## src/rtl/calc_pkg.sv

```systemverilog
// Shared types for the calculator port adapter: core command/response
// encodings, per-tag lifecycle states and the channel FSM states.
package calc_pkg;

  localparam int RESP_W = 2;

  typedef enum logic [3:0] {
    CMD_NOP = 4'd0,
    CMD_ADD = 4'd1,
    CMD_SUB = 4'd2,
    CMD_SHL = 4'd5,
    CMD_SHR = 4'd6
  } calc_cmd_e;

  typedef enum logic [RESP_W-1:0] {
    RESP_NONE    = 2'd0,
    RESP_OK      = 2'd1,
    RESP_OVF     = 2'd2,
    RESP_INVALID = 2'd3
  } calc_resp_e;

  // TAG_ISSUING covers the window between accept and op2 issue: the tag is
  // no longer FREE but a core response for it is not yet legitimate.
  typedef enum logic [1:0] {
    TAG_FREE        = 2'd0,
    TAG_ISSUING     = 2'd1,
    TAG_OUTSTANDING = 2'd2,
    TAG_DONE        = 2'd3
  } tag_state_e;

  typedef enum logic [1:0] {
    CH_IDLE  = 2'd0,
    CH_SEND1 = 2'd1,
    CH_SEND2 = 2'd2
  } chan_state_e;

endpackage

```

## src/rtl/calc_port_chan.sv

```systemverilog
// One adapter channel: request FSM, tag table with saturating timeout
// timers, and a response FIFO sized to the tag pool (so it cannot overflow).
//
// Handshakes: a transfer happens on a rising edge where valid && ready are
// both 1. Valid never depends on ready; the source holds its payload stable
// while valid && !ready. dn_* therefore stays fixed until popped.
module calc_port_chan
  import calc_pkg::*;
#(
  parameter int DATA_W  = 32,
  parameter int CMD_W   = 4,
  parameter int TAG_W   = 2,
  parameter int TIMEOUT = 64
) (
  input  logic              c_clk,
  input  logic              reset,
  input  logic              up_valid,
  output logic              up_ready,
  input  logic [CMD_W-1:0]  up_cmd,
  input  logic [DATA_W-1:0] up_op1,
  input  logic [DATA_W-1:0] up_op2,
  output logic              dn_valid,
  input  logic              dn_ready,
  output logic [RESP_W-1:0] dn_resp,
  output logic              dn_timeout,
  output logic [DATA_W-1:0] dn_data,
  output logic [TAG_W-1:0]  dn_tag,
  output logic [CMD_W-1:0]  core_cmd,
  output logic [DATA_W-1:0] core_data,
  output logic [TAG_W-1:0]  core_tag,
  input  logic [RESP_W-1:0] core_resp,
  input  logic [DATA_W-1:0] core_rdata,
  input  logic [TAG_W-1:0]  core_rtag,
  output logic              err_spurious,
  output logic [1:0]        dbg_state
);

  localparam int NTAGS = 2 ** TAG_W;
  localparam int TMR_W = $clog2(TIMEOUT + 1);
  localparam logic [TMR_W-1:0] TMR_MAX = TMR_W'(TIMEOUT);
  localparam logic [TMR_W-1:0] TMR_ONE = TMR_W'(1);
  localparam logic [TAG_W-1:0] PTR_ONE = TAG_W'(1);
  localparam logic [TAG_W:0]   CNT_ONE = (TAG_W + 1)'(1);

  chan_state_e state_q, state_d;
  logic              rdy_en_q;
  logic [TAG_W-1:0]  cur_tag_q;
  logic [DATA_W-1:0] op2_q;
  logic [CMD_W-1:0]  cmd_d;
  logic [DATA_W-1:0] data_d;
  logic [TAG_W-1:0]  tag_d;

  logic [NTAGS-1:0][1:0]       tag_st;
  logic [NTAGS-1:0][TMR_W-1:0] timer;

  logic             any_free, to_hit, accept;
  logic [TAG_W-1:0] alloc_tag, to_tag;

  logic              rsp_hit, spur, push, pop;
  logic [TAG_W-1:0]  push_tag, pop_tag;
  logic [RESP_W-1:0] push_resp;
  logic [DATA_W-1:0] push_data;
  logic              push_to;

  logic [NTAGS-1:0][RESP_W-1:0] fifo_resp;
  logic [NTAGS-1:0][DATA_W-1:0] fifo_data;
  logic [NTAGS-1:0][TAG_W-1:0]  fifo_tag;
  logic [NTAGS-1:0]             fifo_to;
  logic [TAG_W-1:0]             wr_ptr, rd_ptr;
  logic [TAG_W:0]               count;

  // Lowest FREE tag for allocation, lowest expired OUTSTANDING tag for timeout.
  always_comb begin
    any_free  = 1'b0;
    alloc_tag = '0;
    to_hit    = 1'b0;
    to_tag    = '0;
    for (int i = NTAGS - 1; i >= 0; i--) begin
      if (tag_st[i] == TAG_FREE) begin
        any_free  = 1'b1;
        alloc_tag = TAG_W'(i);
      end
      if (tag_st[i] == TAG_OUTSTANDING && timer[i] == TMR_MAX) begin
        to_hit = 1'b1;
        to_tag = TAG_W'(i);
      end
    end
  end

  assign up_ready  = rdy_en_q && any_free && (state_q == CH_IDLE || state_q == CH_SEND2);
  assign accept    = up_valid && up_ready;
  assign dbg_state = state_q;

  // A genuine core response takes the single push slot ahead of any timeout.
  assign rsp_hit   = (core_resp != '0) && (tag_st[core_rtag] == TAG_OUTSTANDING);
  assign spur      = (core_resp != '0) && !rsp_hit;
  assign push      = rsp_hit || to_hit;
  assign push_tag  = rsp_hit ? core_rtag : to_tag;
  assign push_resp = rsp_hit ? core_resp : '0;
  assign push_data = rsp_hit ? core_rdata : '0;
  assign push_to   = !rsp_hit;

  assign dn_valid   = (count != '0);
  assign pop        = dn_valid && dn_ready;
  assign pop_tag    = fifo_tag[rd_ptr];
  assign dn_resp    = dn_valid ? fifo_resp[rd_ptr] : '0;
  assign dn_data    = dn_valid ? fifo_data[rd_ptr] : '0;
  assign dn_tag     = dn_valid ? fifo_tag[rd_ptr] : '0;
  assign dn_timeout = dn_valid && fifo_to[rd_ptr];

  // Channel FSM next state and next core-side drive values.
  always_comb begin
    state_d = state_q;
    cmd_d   = '0;
    data_d  = '0;
    tag_d   = '0;
    case (state_q)
      CH_IDLE:  if (accept) state_d = CH_SEND1;
      CH_SEND1: begin
        state_d = CH_SEND2;
        data_d  = op2_q;
        tag_d   = cur_tag_q;
      end
      CH_SEND2: state_d = accept ? CH_SEND1 : CH_IDLE;
      default:  state_d = CH_IDLE;
    endcase
    if (accept) begin
      cmd_d  = up_cmd;
      data_d = up_op1;
      tag_d  = alloc_tag;
    end
  end

  // FSM state, registered core outputs, captured request and spurious pulse.
  always_ff @(posedge c_clk or negedge reset) begin
    if (!reset) begin
      state_q      <= CH_IDLE;
      rdy_en_q     <= 1'b0;
      core_cmd     <= '0;
      core_data    <= '0;
      core_tag     <= '0;
      cur_tag_q    <= '0;
      op2_q        <= '0;
      err_spurious <= 1'b0;
    end else begin
      state_q      <= state_d;
      rdy_en_q     <= 1'b1;
      core_cmd     <= cmd_d;
      core_data    <= data_d;
      core_tag     <= tag_d;
      err_spurious <= spur;
      if (accept) begin
        cur_tag_q <= alloc_tag;
        op2_q     <= up_op2;
      end
    end
  end

  // Tag lifecycle FREE -> ISSUING -> OUTSTANDING -> DONE -> FREE, plus timers.
  always_ff @(posedge c_clk or negedge reset) begin
    if (!reset) begin
      tag_st <= '0;
      timer  <= '0;
    end else begin
      for (int i = 0; i < NTAGS; i++) begin
        if (tag_st[i] == TAG_OUTSTANDING && timer[i] != TMR_MAX) timer[i] <= timer[i] + TMR_ONE;
      end
      if (accept) tag_st[alloc_tag] <= TAG_ISSUING;
      if (state_q == CH_SEND1) begin
        tag_st[cur_tag_q] <= TAG_OUTSTANDING;
        timer[cur_tag_q]  <= '0;
      end
      if (push) tag_st[push_tag] <= TAG_DONE;
      if (pop)  tag_st[pop_tag]  <= TAG_FREE;
    end
  end

  // Response FIFO pointers and occupancy.
  always_ff @(posedge c_clk or negedge reset) begin
    if (!reset) begin
      wr_ptr <= '0;
      rd_ptr <= '0;
      count  <= '0;
    end else begin
      if (push) wr_ptr <= wr_ptr + PTR_ONE;
      if (pop)  rd_ptr <= rd_ptr + PTR_ONE;
      if (push && !pop)      count <= count + CNT_ONE;
      else if (!push && pop) count <= count - CNT_ONE;
    end
  end

  // Response FIFO storage; contents are masked by dn_valid so need no reset.
  always_ff @(posedge c_clk) begin
    if (push) begin
      fifo_resp[wr_ptr] <= push_resp;
      fifo_data[wr_ptr] <= push_data;
      fifo_tag[wr_ptr]  <= push_tag;
      fifo_to[wr_ptr]   <= push_to;
    end
  end

endmodule

```

## src/rtl/calc_port_adapter.sv

```systemverilog
// N-channel adapter between request/response streams and the calculator
// core ports; each channel is an independent calc_port_chan on its bus slice.
module calc_port_adapter
  import calc_pkg::*;
#(
  parameter int NUM_PORTS = 4,
  parameter int DATA_W    = 32,
  parameter int CMD_W     = 4,
  parameter int TAG_W     = 2,
  parameter int TIMEOUT   = 64
) (
  input  logic                          c_clk,
  input  logic                          reset,
  input  logic [NUM_PORTS-1:0]          up_valid,
  output logic [NUM_PORTS-1:0]          up_ready,
  input  logic [NUM_PORTS*CMD_W-1:0]    up_cmd,
  input  logic [NUM_PORTS*DATA_W-1:0]   up_op1,
  input  logic [NUM_PORTS*DATA_W-1:0]   up_op2,
  output logic [NUM_PORTS-1:0]          dn_valid,
  input  logic [NUM_PORTS-1:0]          dn_ready,
  output logic [NUM_PORTS*RESP_W-1:0]   dn_resp,
  output logic [NUM_PORTS-1:0]          dn_timeout,
  output logic [NUM_PORTS*DATA_W-1:0]   dn_data,
  output logic [NUM_PORTS*TAG_W-1:0]    dn_tag,
  output logic [NUM_PORTS*CMD_W-1:0]    core_cmd,
  output logic [NUM_PORTS*DATA_W-1:0]   core_data,
  output logic [NUM_PORTS*TAG_W-1:0]    core_tag,
  input  logic [NUM_PORTS*RESP_W-1:0]   core_resp,
  input  logic [NUM_PORTS*DATA_W-1:0]   core_rdata,
  input  logic [NUM_PORTS*TAG_W-1:0]    core_rtag,
  output logic [NUM_PORTS-1:0]          err_spurious,
  output logic [NUM_PORTS*2-1:0]        dbg_state
);

  // One channel per port, each wired to its own slice of every bus.
  for (genvar i = 0; i < NUM_PORTS; i++) begin : g_chan
    calc_port_chan #(
      .DATA_W (DATA_W),
      .CMD_W  (CMD_W),
      .TAG_W  (TAG_W),
      .TIMEOUT(TIMEOUT)
    ) u_chan (
      .c_clk       (c_clk),
      .reset       (reset),
      .up_valid    (up_valid[i]),
      .up_ready    (up_ready[i]),
      .up_cmd      (up_cmd[i*CMD_W +: CMD_W]),
      .up_op1      (up_op1[i*DATA_W +: DATA_W]),
      .up_op2      (up_op2[i*DATA_W +: DATA_W]),
      .dn_valid    (dn_valid[i]),
      .dn_ready    (dn_ready[i]),
      .dn_resp     (dn_resp[i*RESP_W +: RESP_W]),
      .dn_timeout  (dn_timeout[i]),
      .dn_data     (dn_data[i*DATA_W +: DATA_W]),
      .dn_tag      (dn_tag[i*TAG_W +: TAG_W]),
      .core_cmd    (core_cmd[i*CMD_W +: CMD_W]),
      .core_data   (core_data[i*DATA_W +: DATA_W]),
      .core_tag    (core_tag[i*TAG_W +: TAG_W]),
      .core_resp   (core_resp[i*RESP_W +: RESP_W]),
      .core_rdata  (core_rdata[i*DATA_W +: DATA_W]),
      .core_rtag   (core_rtag[i*TAG_W +: TAG_W]),
      .err_spurious(err_spurious[i]),
      .dbg_state   (dbg_state[i*2 +: 2])
    );
  end

endmodule
```

## config.mk

```make
export PLATFORM = sky130hd
export DESIGN_NAME = calc_port_adapter
export DESIGN_NICKNAME = d
export VERILOG_FILES = /design/src/rtl/calc_pkg.sv /design/src/rtl/calc_port_chan.sv /design/src/rtl/calc_port_adapter.sv
export SDC_FILE = /design/constraint.sdc
export NUM_CORES = 1
export LEC_CHECK = 0
export CELL_PAD_IN_SITES_DETAIL_PLACEMENT = 0
export CELL_PAD_IN_SITES_GLOBAL_PLACEMENT = 1
export CORE_ASPECT_RATIO = 1.1
export CORE_MARGIN = 10
export CORE_UTILIZATION = 44
export DETAILED_ROUTE_END_ITERATION = 7
export PLACE_DENSITY_LB_ADDON = 0.1
export SKIP_LAST_GASP = 1
export SLEW_MARGIN = 20
export SYNTH_ARGS = -nofsm -noshare
export SYNTH_HDL_FRONTEND = slang
export SYNTH_SLANG_ARGS = --single-unit
```

## constraint.sdc

```tcl
create_clock -name c_clk -period 4.53 [get_ports c_clk]
set_input_delay 0.453 -clock c_clk [delete_from_list [all_inputs] [get_ports c_clk]]
set_output_delay 0.453 -clock c_clk [all_outputs]
set_load 0.05 [all_outputs]
```

==> impl_metrics.py <==
metrics = {
    "critical_path": {
        "endpoint": "dn_tag[6]",
        "regToRegSetupSlack_ps": 1330,
        "cp_top_family": "buffers and inverters",
        "crit_chain": "buf_12 -> mux4_2 -> and2_1 -> clkdlybuf4s50_1",
        "start_kind": "register",
        "worstReg2RegStart": "g_chan[1].u_chan.tag_st[7]",
        "slowest_delay_ps": 800,
        "setup.worst_path.end_class": "output port",
        "rr_endpoint": "g_chan[1].u_chan.count[1]",
        "critPathMaxFanout": 22,
        "cp.depth": 4,
        "required_ps": 4080,
        "cpMaxStageDelayCell": "clkdlybuf4s50_1",
        "crit_type": "reg2out",
        "critPathLaunch": "g_chan[3].u_chan.rd_ptr[0]",
        "reg2regPathDepth": 10,
        "critical_path_buf_inv_count": 2,
        "cp.arrival_ps": 3360,
    },
    "grt": {
        "grt_use_total_pct": 20.43,
        "grt_pass1_wl_um": 177900,
        "grt_pass1_vias": 28920,
        "antenna_found_initial": 17,
        "grt-ovfl-total": 0,
        "grt_max_degree": 111,
    },
    "cts": {
        "cts_sinks": 1065,
        "cts_made_buffers": 108,
        "postCtsHoldBufs": 1,
        "ctsResizeCount": 0,
        "clk_latency_ps": 670,
        "cts_setup_buffers": 0,
        "cts_tree": "built",
        "clockBufferDepth": 3,
        "cts-root-buf": "clkbuf_16",
        "cts.clk_slew.worst_paths_ps": 60,
        "cts_max_level": 3,
    },
    "pwr": {
        "power.total_uw": 37510,
        "vdd_drop_max_v": 0.0003886,
        "powerDensity_nw_per_um2": 665.1,
        "p_leak_uw": 0.02255,
    },
    "die": {
        "start_util_pct": 44.18,
        "pin_count": 746,
        "coreArea_um2": 98710,
        "die_area_um2": 112100,
        "placementRows": 121,
        "die_h_um": 350.2,
        "dieWidth_um": 320.2,
    },
    "timing": {
        "max_clock_freq_mhz": 262.3,
        "hold_viol": 0,
        "slew_headroom_pct": 28.14,
        "layout_worst_path_cycle_share_pct": 84.17,
        "skew_ps": 16.15,
        "tightest_slew_ps": 1076,
        "timing.final.crit_period_ps": 3813,
        "fin_tns_setup_ps": 0,
        "rsz0062_at_grt": "false",
        "slew_viol_final": 0,
        "setup_violations": 0,
    },
    "finish": {
        "nets": 4284,
        "synthToLayoutAreaGrowth_pct": 29.31,
        "utilization_pct": 57.14,
        "final_area_um2": 56400,
        "drive_gt1_share_pct": 10.88,
        "n_fill_cell": 7955,
    },
    "logic_synthesis": {
        "synth_ff_type": "edfxtp_1",
        "ys_seq_area_share_pct": 67.90,
        "synth_nets": 3519,
        "synth.avg_cell_area_um2": 14.36,
        "synth_edf_count": 592,
        "ys_types": 64,
        "synth-seq-cells": 1065,
        "async_flop_share_pct": 44.41,
        "synth.cell_area_um2": 43610,
        "synth_cells": 3037,
        "yosys_warnings": 0,
    },
    "route": {
        "wl_per_cell_um": 22.48,
        "wl_um": 116800,
        "viasPerCell": 5.230,
        "drt_iter0_drc": 1657,
        "drt_pass1_iterations": 5,
        "postRouteAntennaNets": 0,
        "vias": 27180,
        "drcViolationCount": 0,
    },
    "flow_run": {
        "cap_violations": 0,
    },
    "place": {
        "placed_area_um2": 52710,
        "port_buffers": 745,
        "hpwl_um": 81850,
        "place_congestion": 0.8272,
    },
    "worst_hold_path": {
        "worstHoldStart": "up_op2[84]",
        "hp-class": "in2reg",
    },
    "outcome": {
        "status": "finished clean",
    },
}
## registers in the layout, summed over array words and instances, names as in the netlist
signal / count
g_chan.u_chan.fifo_to: 16
g_chan.u_chan.rdy_en_q: 1
g_chan.u_chan.fifo_tag: 32
g_chan.u_chan.op2_q: 128
g_chan.u_chan.timer: 112
g_chan.u_chan.cur_tag_q: 8
g_chan.u_chan.count: 12
g_chan.u_chan.rd_ptr: 8
g_chan.u_chan.core_cmd: 16
g_chan.u_chan.fifo_resp: 32
g_chan.u_chan.core_data: 128
g_chan.u_chan.core_tag: 8
g_chan.u_chan.err_spurious: 4
g_chan.u_chan.tag_st: 32
g_chan.u_chan.dbg_state: 8
g_chan.u_chan.fifo_data: 512
g_chan.u_chan.wr_ptr: 8
## cells in the final DEF (no fill, tap or decap), types with 63 or more instances in the layout
cell             netlist  final
clkdlybuf4s50_1        0    744
edfxtp_1             592    592
dfrtp_1              473    468
nand2_1              438    438
and2_1               262    262
nor2_1               202    202
mux4_2               152    152
a22o_1               128    128
clkbuf_16              0    113
inv_1                 68     67
and3_1                63     63
## stage by stage
step	setup slack [ps]	cells	hold slack, ps
floorplan	927.8	3037	157.4
global placement	912.4	4982	447.6
detailed placement	840.1	4982	453.3
CTS	619.1	5187	259.6
global route	521.5	5191	280.9
finish	716.9	5196	300.5
## per-layer routing
metal  GRT usage (%)  vias up  wire [µm]
li1                -    12420          -
met1           24.38    13860      45320
met2           35.47      710      59890
met5               0        -         97
met4           5.516       20       2492
met3           6.482      162       9002
## final cells by class
type                            count  area, µm²  share of cell area [%]
Sequential cell                  1065      29620                   52.52
Timing Repair Buffer              802       8018                   14.22
Tap cell                         1291       1615                   2.864
Inverter                           70      262.8                  0.4659
Clock buffer                      137       2998                   5.316
Clock inverter                     67      641.9                   1.138
Antenna cell                        9      22.52                 0.03993
Multi-Input combinational cell   1755      13220                   23.44
## worst min-delay path: stages
cell,delay (ps)
clkdlybuf4s50_1,390
nand2_1,50
nand2_1,40
## power breakdown
part	internal [µW]	switching [µW]	total (µW)	leakage (µW)
clock	5300	3770	9070	0.00179
combinational	5670	9030	14700	0.00918
sequential	12300	1410	13700	0.0116
## synth_stat cells, types with 23 or more instances
cell	instances	area, µm²
a21oi_1	23	115.1
a22o_1	128	1121
and2_1	262	1639
and3_1	63	394.1
and4_1	26	227.7
clkbuf_1	99	371.6
dfrtp_1	473	11840
edfxtp_1	592	17780
ha_1	52	650.6
inv_1	68	255.2
mux4_2	152	3423
nand2_1	438	1644
nand3_1	41	205.2
nor2_1	202	758.2
nor2b_1	37	231.5
xnor2_1	58	508.0
xor2_1	60	525.5
## cells by family (layout without fill, tap and decap cells)
logic type,count (synthesis),in the layout,synth area share [%]
muxes,162,162,8.110
and+or+nand+nor,1171,1171,13.45
buffers and inverters,217,1076,2.060
adders and majority gates,56,56,1.675
other,1,10,0.008598
AOI/OAI and AO/OA,247,247,4.424
DFF,1065,1065,67.90
xor gates and xnor gates,118,118,2.370
## how the worst min path moves through the flow
stage | to | cells past startpoint
floorplan | g_chan[0].u_chan.core_cmd[0] | 0
global placement | g_chan[3].u_chan.count[2] | 1
detailed placement | g_chan[1].u_chan.count[2] | 1
CTS | g_chan[1].u_chan.op2_q[21] | 3
global route | g_chan[2].u_chan.op2_q[0] | 3
finish | g_chan[2].u_chan.op2_q[20] | 3
No activity file was read; power rests on OpenSTA's default activity.
